File: config.mk
export PLATFORM = sky130hd
export DESIGN_NAME = pp_src_arbiter
export DESIGN_NICKNAME = d
export VERILOG_FILES = /design/src/rtl/pp_pkg.sv /design/src/rtl/pp_src_arbiter_rr_pick.sv /design/src/rtl/pp_src_arbiter.sv
export SDC_FILE = /design/constraint.sdc
export NUM_CORES = 1
export LEC_CHECK = 0
export ABC_AREA = 1
export ABC_CLOCK_PERIOD_IN_PS = 2800
export BUFFER_PORTS_ARGS = -buffer_cell sky130_fd_sc_hd__buf_2
export CAP_MARGIN = 20
export CORE_AREA = 2 2 132 134
export DETAILED_ROUTE_END_ITERATION = 16
export DIE_AREA = 0 0 134 136
export PLACE_DENSITY = 0.53
export SKIP_CTS_REPAIR_TIMING = 1
export SLEW_MARGIN = 20
export SYNTH_ARGS = -nofsm -noshare
export SYNTH_HDL_FRONTEND = slang
export SYNTH_SLANG_ARGS = --single-unit
export TNS_END_PERCENT = 20
File: constraint.sdc
create_clock -name clk_50m -period 2.8 [get_ports clk_50m]
set_input_delay 0.28 -clock clk_50m [delete_from_list [all_inputs] [get_ports clk_50m]]
set_output_delay 0.28 -clock clk_50m [all_outputs]
set_load 0.05 [all_outputs]
File: src/rtl/pp_pkg.sv
// Shared constants, state encoding and width helper for the ping-pong buffer
// write-side arbiter and its round-robin picker.
package pp_pkg;

    localparam int PP_N_SRC     = 4;
    localparam int PP_DATA_W    = 64;
    localparam int PP_MAX_BEATS = 64;

    typedef enum logic {
        ARB   = 1'b0,
        BURST = 1'b1
    } arb_state_e;

    // Ceiling log2, usable in parameter expressions; returns 0 for values <= 1.
    function automatic int clog2(input int value);
        int result;
        result = 0;
        for (int i = 0; i < 31; i++) begin
            if ((1 << i) < value) begin
                result = i + 1;
            end
        end
        return result;
    endfunction

endpackage

File: src/rtl/pp_src_arbiter_rr_pick.sv
// Combinational round-robin picker: first requester at or above ptr, wrapping
// to the lowest requester when nothing at or above ptr is requesting.
module rr_pick
    import pp_pkg::*;
#(
    parameter int N_SRC = PP_N_SRC,
    parameter int ID_W  = clog2(PP_N_SRC)
) (
    input  logic [N_SRC-1:0] req,
    input  logic [ID_W-1:0]  ptr,
    output logic             found,
    output logic [ID_W-1:0]  idx
);

    logic [N_SRC-1:0] upper_req;
    logic [ID_W-1:0]  upper_idx;
    logic [ID_W-1:0]  lower_idx;

    always_comb begin
        upper_req = '0;
        for (int i = 0; i < N_SRC; i++) begin
            upper_req[i] = req[i] && (ID_W'(i) >= ptr);
        end
    end

    // Scan downwards so the lowest set bit is the one left standing.
    always_comb begin
        upper_idx = '0;
        lower_idx = '0;
        for (int i = N_SRC - 1; i >= 0; i--) begin
            if (upper_req[i]) begin
                upper_idx = ID_W'(i);
            end
            if (req[i]) begin
                lower_idx = ID_W'(i);
            end
        end
    end

    assign found = |req;
    assign idx   = (|upper_req) ? upper_idx : lower_idx;

endmodule

File: src/rtl/pp_src_arbiter.sv
// Packet-granular round-robin merge of N_SRC upstream beat streams into the
// single write port of the ping-pong RAM buffer controller.
//
// Handshake: a beat moves on a rising edge where o_data_en and i_buf_ready are
// both high; src_ready mirrors i_buf_ready onto the granted source only, and
// o_data/o_tlast read as zero whenever o_data_en is low.
module pp_src_arbiter
    import pp_pkg::*;
#(
    parameter int N_SRC     = PP_N_SRC,
    parameter int DATA_W    = PP_DATA_W,
    parameter int MAX_BEATS = PP_MAX_BEATS,
    parameter int ID_W      = clog2(PP_N_SRC)
) (
    input  logic                    clk_50m,
    input  logic                    rst_n,
    input  logic [N_SRC-1:0]        cfg_src_mask,
    input  logic [N_SRC-1:0]        src_valid,
    input  logic [N_SRC*DATA_W-1:0] src_data,
    input  logic [N_SRC-1:0]        src_last,
    output logic [N_SRC-1:0]        src_ready,
    input  logic                    i_buf_ready,
    output logic                    o_data_en,
    output logic [DATA_W-1:0]       o_data,
    output logic                    o_tlast,
    output logic [ID_W-1:0]         o_grant_id,
    output logic                    o_busy,
    output logic                    o_seg_cut
);

    localparam int               CNT_W     = (clog2(MAX_BEATS) < 1) ? 1 : clog2(MAX_BEATS);
    localparam logic [CNT_W-1:0] LAST_BEAT = CNT_W'(MAX_BEATS - 1);
    localparam logic [ID_W-1:0]  LAST_SRC  = ID_W'(N_SRC - 1);

    arb_state_e       state_q, state_d;
    logic [ID_W-1:0]  grant_q, grant_d;
    logic [ID_W-1:0]  rr_ptr_q, rr_ptr_d;
    logic [CNT_W-1:0] beat_cnt_q, beat_cnt_d;
    logic             seg_cut_q, seg_cut_d;

    logic [N_SRC-1:0]  req;
    logic              pick_found;
    logic [ID_W-1:0]   pick_idx;
    logic              g_valid;
    logic              g_last;
    logic [DATA_W-1:0] g_data;
    logic              max_beat;
    logic              xfer;

    assign req = src_valid & cfg_src_mask;

    rr_pick #(
        .N_SRC (N_SRC),
        .ID_W  (ID_W)
    ) u_rr_pick (
        .req   (req),
        .ptr   (rr_ptr_q),
        .found (pick_found),
        .idx   (pick_idx)
    );

    always_comb begin
        g_valid = 1'b0;
        g_last  = 1'b0;
        g_data  = '0;
        for (int i = 0; i < N_SRC; i++) begin
            if (grant_q == ID_W'(i)) begin
                g_valid = src_valid[i];
                g_last  = src_last[i];
                g_data  = src_data[i*DATA_W +: DATA_W];
            end
        end
    end

    always_comb begin
        state_d    = state_q;
        grant_d    = grant_q;
        rr_ptr_d   = rr_ptr_q;
        beat_cnt_d = beat_cnt_q;
        seg_cut_d  = 1'b0;
        src_ready  = '0;
        o_data_en  = 1'b0;
        o_data     = '0;
        o_tlast    = 1'b0;
        xfer       = 1'b0;
        max_beat   = (beat_cnt_q == LAST_BEAT);

        case (state_q)
            ARB: begin
                // The mask is only consulted here, so a change mid-burst waits for the next pick.
                if (pick_found) begin
                    grant_d = pick_idx;
                    state_d = BURST;
                end
            end

            BURST: begin
                o_data_en = g_valid;
                o_data    = g_valid ? g_data : '0;
                o_tlast   = g_valid & (g_last | max_beat);
                for (int i = 0; i < N_SRC; i++) begin
                    src_ready[i] = (grant_q == ID_W'(i)) & i_buf_ready;
                end
                xfer = g_valid & i_buf_ready;

                if (xfer) begin
                    if (o_tlast) begin
                        state_d    = ARB;
                        rr_ptr_d   = (grant_q == LAST_SRC) ? '0 : grant_q + ID_W'(1);
                        beat_cnt_d = '0;
                        // A cut that coincides with the real packet end is not a cut.
                        seg_cut_d  = ~g_last;
                    end else begin
                        beat_cnt_d = beat_cnt_q + CNT_W'(1);
                    end
                end
            end

            default: begin
                state_d = ARB;
            end
        endcase
    end

    always_ff @(posedge clk_50m) begin
        if (!rst_n) begin
            state_q    <= ARB;
            grant_q    <= '0;
            rr_ptr_q   <= '0;
            beat_cnt_q <= '0;
            seg_cut_q  <= 1'b0;
        end else begin
            state_q    <= state_d;
            grant_q    <= grant_d;
            rr_ptr_q   <= rr_ptr_d;
            beat_cnt_q <= beat_cnt_d;
            seg_cut_q  <= seg_cut_d;
        end
    end

    assign o_grant_id = grant_q;
    assign o_busy     = (state_q == BURST);
    assign o_seg_cut  = seg_cut_q;

    a_ready_onehot0: assert property (@(posedge clk_50m) disable iff (!rst_n)
        $onehot0(src_ready));

    a_idle_zero: assert property (@(posedge clk_50m) disable iff (!rst_n)
        !o_data_en |-> (o_data == '0 && !o_tlast));

    a_cut_after_tlast: assert property (@(posedge clk_50m) disable iff (!rst_n)
        o_seg_cut |-> $past(o_tlast & i_buf_ready));

endmodule

==> flow_summary.yaml, run 1 <==
logic_synthesis:
  async_flop_share_pct: 0
  synthesis.nets: 851
  syn_inst: 575
  syn_area_per_cell_um2: 5.37
  synth_top_area_share_pct: 18.5
  ys_ff_latch: 12
  yosysTopAreaCell: "a21oi_1"
  ys_warn_count: 0
  synth.area.top_cells: "a21oi_1, nand3_1, nand2_1, o211ai_1, dfxtp_1"
  yosysSeqAreaShare_pct: 7.78
  netlist_area_um2: 3090
  synth_cell_types: 26
  synth_flop_cell: "dfxtp_1"
  synth_edf_count: 0
cts:
  cts_sinks: 12
  clockRootBuffer: "clkbuf_16"
  cts_buffers: 3
  cts_tree: "done"
  clockBufferDepth: 2
  htree_levels: 1
  insertion_delay_ns: 0.24
  clk_pin_slew_ns: 0.05
drt:
  route.vias.total: 5229
  drc: 0
  avgViaCountPerCell: 4.71
  drtAntennaViolNets: 0
  wl_per_cell_um: 15.6
  first_iter_violations: 288
  routed_wl_mm: 17.3
  dr.pass1.iters: 5
sta:
  fmax_mhz: 387
  drv_slew: 0
  timing.final.hold_violations: 0
  max_slew_margin_pct: 71.4
  hold_ws_ns: 0.358
  period_minus_slack_ns: 2.58
  fin_crit_sh_pct: 92.2
  worstMarginPinSlew_ns: 0.428
  skew_ns: 0.00264
  setup_viol: 0
  rsz0062_at_grt: "no"
  setup_ws_ns: 0.217
cells_and_area:
  drive_above_1_share_pct: 45.5
  multiInputGateArea_um2: 2470
  fillers: 1973
  synthToLayoutAreaGrowth_pct: 64.0
  nets: 1161
  final_core_util_pct: 30.0
  regArea_um2: 240
power:
  comb_power_share_pct: 76.1
  p_sw_uw: 1130
  p_int_uw: 906
  leakage_uw: 0.00266
  powerDensity_nw_per_um2: 401
  switching_share_pct: 55.4
  pwr-share-seq_pct: 9.2
  vdd_drop_max_uv: 217
  clockPowerShare_pct: 14.7
floorplanning:
  fp.dieH_um: 136
  start_util_pct: 18.3
  die_w_um: 134
  design.die.area_um2: 18200
  core_um2: 16900
  row_count: 48
  pin_count: 345
worst_setup_path:
  crit_chain: "inv_1 > ha_1 > buf_4 > a21oi_1 > nand2_1 > nand2_2 > nor2_4 > inv_4 > buf_12 > nor2_1 > buf_2"
  cp_top_family: "buffers and inverters"
  critPathBufInv: 5
  cp_slowest_cell: "dfxtp_1"
  end_kind: "output port"
  crit_type: "reg -> out"
  rrSetupSlack_ns: 0.87
  start_kind: "register"
  cp.arrival_ns: 2.30
  worstPathRequired_ns: 2.52
  crit_path_max_fanout: 26
  max_stage_delay_ns: 0.42
placement:
  finalWeightedCongestion: 0.885
  hpwlAfterDp_mm: 13.6
  io_buffer_count: 344
  dpl_worst_slack_ns: 0.438
global_routing:
  grt_pass1_wl_mm: 25.3
  first_global_vias: 4877
  grtUsageTotal_pct: 17.2
  overflow: 0
  grt_max_degree: 67
  antenna_found_initial: 2
run:
  cap_violations: 0
status:
  outcome: "completed"
worst_hold_path:
  min_path_type: "in -> reg"
## stage by stage
step                      TNS [ns]  cells  instance area (um2)  total power (uW)
after detailed placement         0   1105                 4960              1730
after floorplan              -9.27    575                 3090              1270
after global placement           0   1105                 4960              1730
after global routing             0   1111                 5070              2190
final                            0   1111                 5070              2030
after CTS                        0   1109                 5050              2040
## path summary, 6_finish.rpt
| path | from | cells after the start | endpoint |
|---|---|---|---|
| setup reg to reg | o_grant_id[0] | 12 | rr_ptr_q[0] |
| hold / removal | src_last[3] | 4 | o_seg_cut |
| hold reg to reg | beat_cnt_q[1] | 2 | beat_cnt_q[1] |
| setup / recovery | o_grant_id[0] | 11 | o_data[1] |
## per-layer routing
layer | vias to the layer above | GRT usage, % | share of wire (%)
met2 | 238 | 31.4 | 50
met3 | 22 | 2.57 | 6.9
met5 | - | 0 | 0
met1 | 2333 | 21.4 | 42
li1 | 2636 | - | -
met4 | 0 | 3.66 | 1.2
## power groups by stage
stage	Combinational (uW)	Sequential, uW	Clock, uW
after detailed placement	1540	191	0
after global placement	1540	190	0
after CTS	1550	188	304
after global routing	1690	189	310
final	1550	188	298
after floorplan	1060	206	0
## tightest hold or removal path, cell delays in order
cell	delay (ns)
buf_2	0.08
nand2_1	0.07
nand2_1	0.07
nor3_1	0.05
## flip-flops by register name, indices dropped and copies added (netlist names)
signal	count
o_grant_id	2
o_seg_cut	1
o_busy	1
beat_cnt_q	6
rr_ptr_q	2
## cell families after synthesis
| logic type | Yosys count | synth area share [%] |
|---|---|---|
| buf+inv | 79 | 12.4 |
| flops | 12 | 7.78 |
| compound gates | 205 | 38.6 |
| fa+ha+maj | 5 | 2.03 |
| simple gates | 274 | 39.2 |
## layout make-up
cell class / instances / share of cell area, %
antenna: 2 / 0.0988
multi-input combinational: 484 / 48.8
sequential: 12 / 4.74
tap: 225 / 5.56
clock buffer: 4 / 1.75
inverter: 22 / 1.68
timing repair buffer: 362 / 37.4
## cells in the final DEF, fill, tap and decap left out
master       n
buf_2      344
a21oi_1    114
nand3_1    109
nand2_1    104
nor2_1      50
o211ai_1    34
o21ai_0     31
a21oi_2     21
inv_1       16
buf_4       13
dfxtp_1     12
inv_2        5
o21ai_1      3
ha_2         3
clkbuf_16    3
buf_6        3
diode_2      2
nand2_2      2
nor2_4       2
nand3_2      2
nand4_1      2
ha_1         2
buf_12       2
inv_4        1
or3_1        1
nand3b_1     1
o21bai_1     1
nor3_1       1
a31oi_1      1
clkbuf_8     1
## synth_stat cells, types with 4 or more instances
library cell / number
a21oi_1: 114
nand3_1: 109
nand2_1: 104
nor2_1: 50
o211ai_1: 34
buf_2: 31
o21ai_0: 31
a21oi_2: 21
clkbuf_1: 18
inv_1: 16
dfxtp_1: 12
ha_1: 5
inv_2: 5
buf_4: 4
buf_6: 4
(Power assumes the default switching activity.)
==> run 2, diff against run 1 <==
Settings changed: ABC_CLOCK_PERIOD_IN_PS 2800 to 2900.
Clock period 2.8 ns to 2.9 ns, I/O delays scaled along.
==> run 2 against run 1 <==
Clock skew is 0.0021 ns lower. Via count is 1.5% lower. Sequential cell count stayed put. Cell area is 1.3% lower. Utilization is 0.38 points lower.
==> flow_summary.yaml, run 2 (same netlist as run 1, synthesis figures left out) <==
status:
  outcome: "completed"
sta:
  setup_ws_ns: 0.233
  setup_viol: 0
  rsz0062_at_grt: "no"
  worstMarginPinSlew_ns: 0.592
  skew_ns: 0.000502
  hold_ws_ns: 0.383
  period_minus_slack_ns: 2.67
  fmax_mhz: 375
  timing.final.hold_violations: 0
  max_slew_margin_pct: 60.6
  fin_crit_sh_pct: 92.0
  drv_slew: 0
drt:
  dr.pass1.iters: 5
  avgViaCountPerCell: 4.66
  drc: 0
  drtAntennaViolNets: 0
  route.vias.total: 5148
  routed_wl_mm: 16.7
  first_iter_violations: 298
  wl_per_cell_um: 15.1
power:
  switching_share_pct: 55.7
  clockPowerShare_pct: 14.8
  vdd_drop_max_uv: 175
  p_int_uw: 855
  leakage_uw: 0.00263
  p_sw_uw: 1070
  comb_power_share_pct: 75.8
  p_total_uw: 1930
  pwr-share-seq_pct: 9.4
  powerDensity_nw_per_um2: 385
cells_and_area:
  drive_above_1_share_pct: 45.2
  final_core_util_pct: 29.6
  design_area_um2: 5000
  n_antenna_cell: 0
  synthToLayoutAreaGrowth_pct: 62.0
  final_common_cell: "buf_2"
  final_cell_mix: "buf_2, a21oi_1, nand3_1"
  nets: 1156
  regArea_um2: 240
  largest_reg_flops: 6
  fillers: 1926
  regMostFlops: "beat_cnt_q"
  multiInputGateArea_um2: 2470
run:
  cap_violations: 0
global_routing:
  first_global_vias: 4509
  grt_max_degree: 101
  grt_pass1_wl_mm: 24.2
  antenna_found_initial: 0
  grtUsageTotal_pct: 16.4
  overflow: 0
floorplanning:
  design.die.area_um2: 18200
  core_um2: 16900
  row_count: 48
  fp.dieH_um: 136
  die_w_um: 134
  pin_count: 345
  start_util_pct: 18.3
cts:
  htree_levels: 1
  insertion_delay_ns: 0.24
  cts_sinks: 12
  clockRootBuffer: "clkbuf_16"
  clk_pin_slew_ns: 0.04
  clockBufferDepth: 2
  cts_tree: "done"
  cts_buffers: 3
placement:
  dpl_cell_area_um2: 4910
  hpwlAfterDp_mm: 12.9
  dpl_worst_slack_ns: 0.353
  io_buffer_count: 344
  finalWeightedCongestion: 0.818
worst_hold_path:
  min_path_type: "in -> reg"
worst_setup_path:
  worstPathRequired_ns: 2.61
  end_kind: "output port"
  rrSetupSlack_ns: 0.89
  cp.arrival_ns: 2.38
  crit_type: "reg -> out"
  start_kind: "register"
  crit_path_max_fanout: 64
## run 2: changes by cell type in the layout (fill, tap and decap cells not counted), sizes merged
| cell | before | now |
|---|---|---|
| buf | 362 | 357 |
| diode | 2 | 0 |
## run 2: worst paths after layout
kind	startpoint	to	cells past startpoint
worst min register to register	beat_cnt_q[4]	beat_cnt_q[4]	2
worst min-delay path	rst_n	o_grant_id[1]	3
worst max-delay path	o_grant_id[0]	o_data[4]	10
worst max register to register	o_grant_id[1]	beat_cnt_q[2]	11
## run 2: final cells by class
| cell class | instances | area share, % |
|---|---|---|
| inverters | 22 | 1.75 |
| flip-flops and latches | 12 | 4.80 |
| well taps | 225 | 5.63 |
| multi-input cells | 484 | 49.4 |
| clock buffers | 4 | 1.78 |
| repair buffers | 357 | 36.6 |
## run 2: stage by stage
stage,cells,setup TNS [ns]
after floorplan,575,-5.40
after global placement,1100,0
after detailed placement,1100,0
after CTS,1104,0
after global routing,1104,0
final,1104,0
## run 2: power by group through the flow
stage	clock network (uW)	logic (uW)	registers (uW)
after CTS	290	1470	181
final	284	1460	182
after global routing	296	1600	183
after floorplan	0	1020	199
after detailed placement	0	1460	184
after global placement	0	1460	184
## run 2: routing by layer
| layer | share of wire (%) | track usage (%) | vias to the layer above |
|---|---|---|---|
| li1 | - | - | 2626 |
| met1 | 43 | 21.6 | 2290 |
| met2 | 49 | 29.3 | 216 |
| met3 | 6.7 | 1.79 | 16 |
| met4 | 1.2 | 2.72 | 0 |
| met5 | 0 | 0 | - |
## run 2: worst max-delay path, stage by stage, from the launching register on
cell	delay, ns
dfxtp_1	0.43
inv_1	0.10
ha_1	0.24
buf_4	0.15
a21oi_1	0.15
nand2_1	0.10
nand2_2	0.12
nor2_4	0.06
inv_6	0.42
a21oi_1	0.08
buf_2	0.24
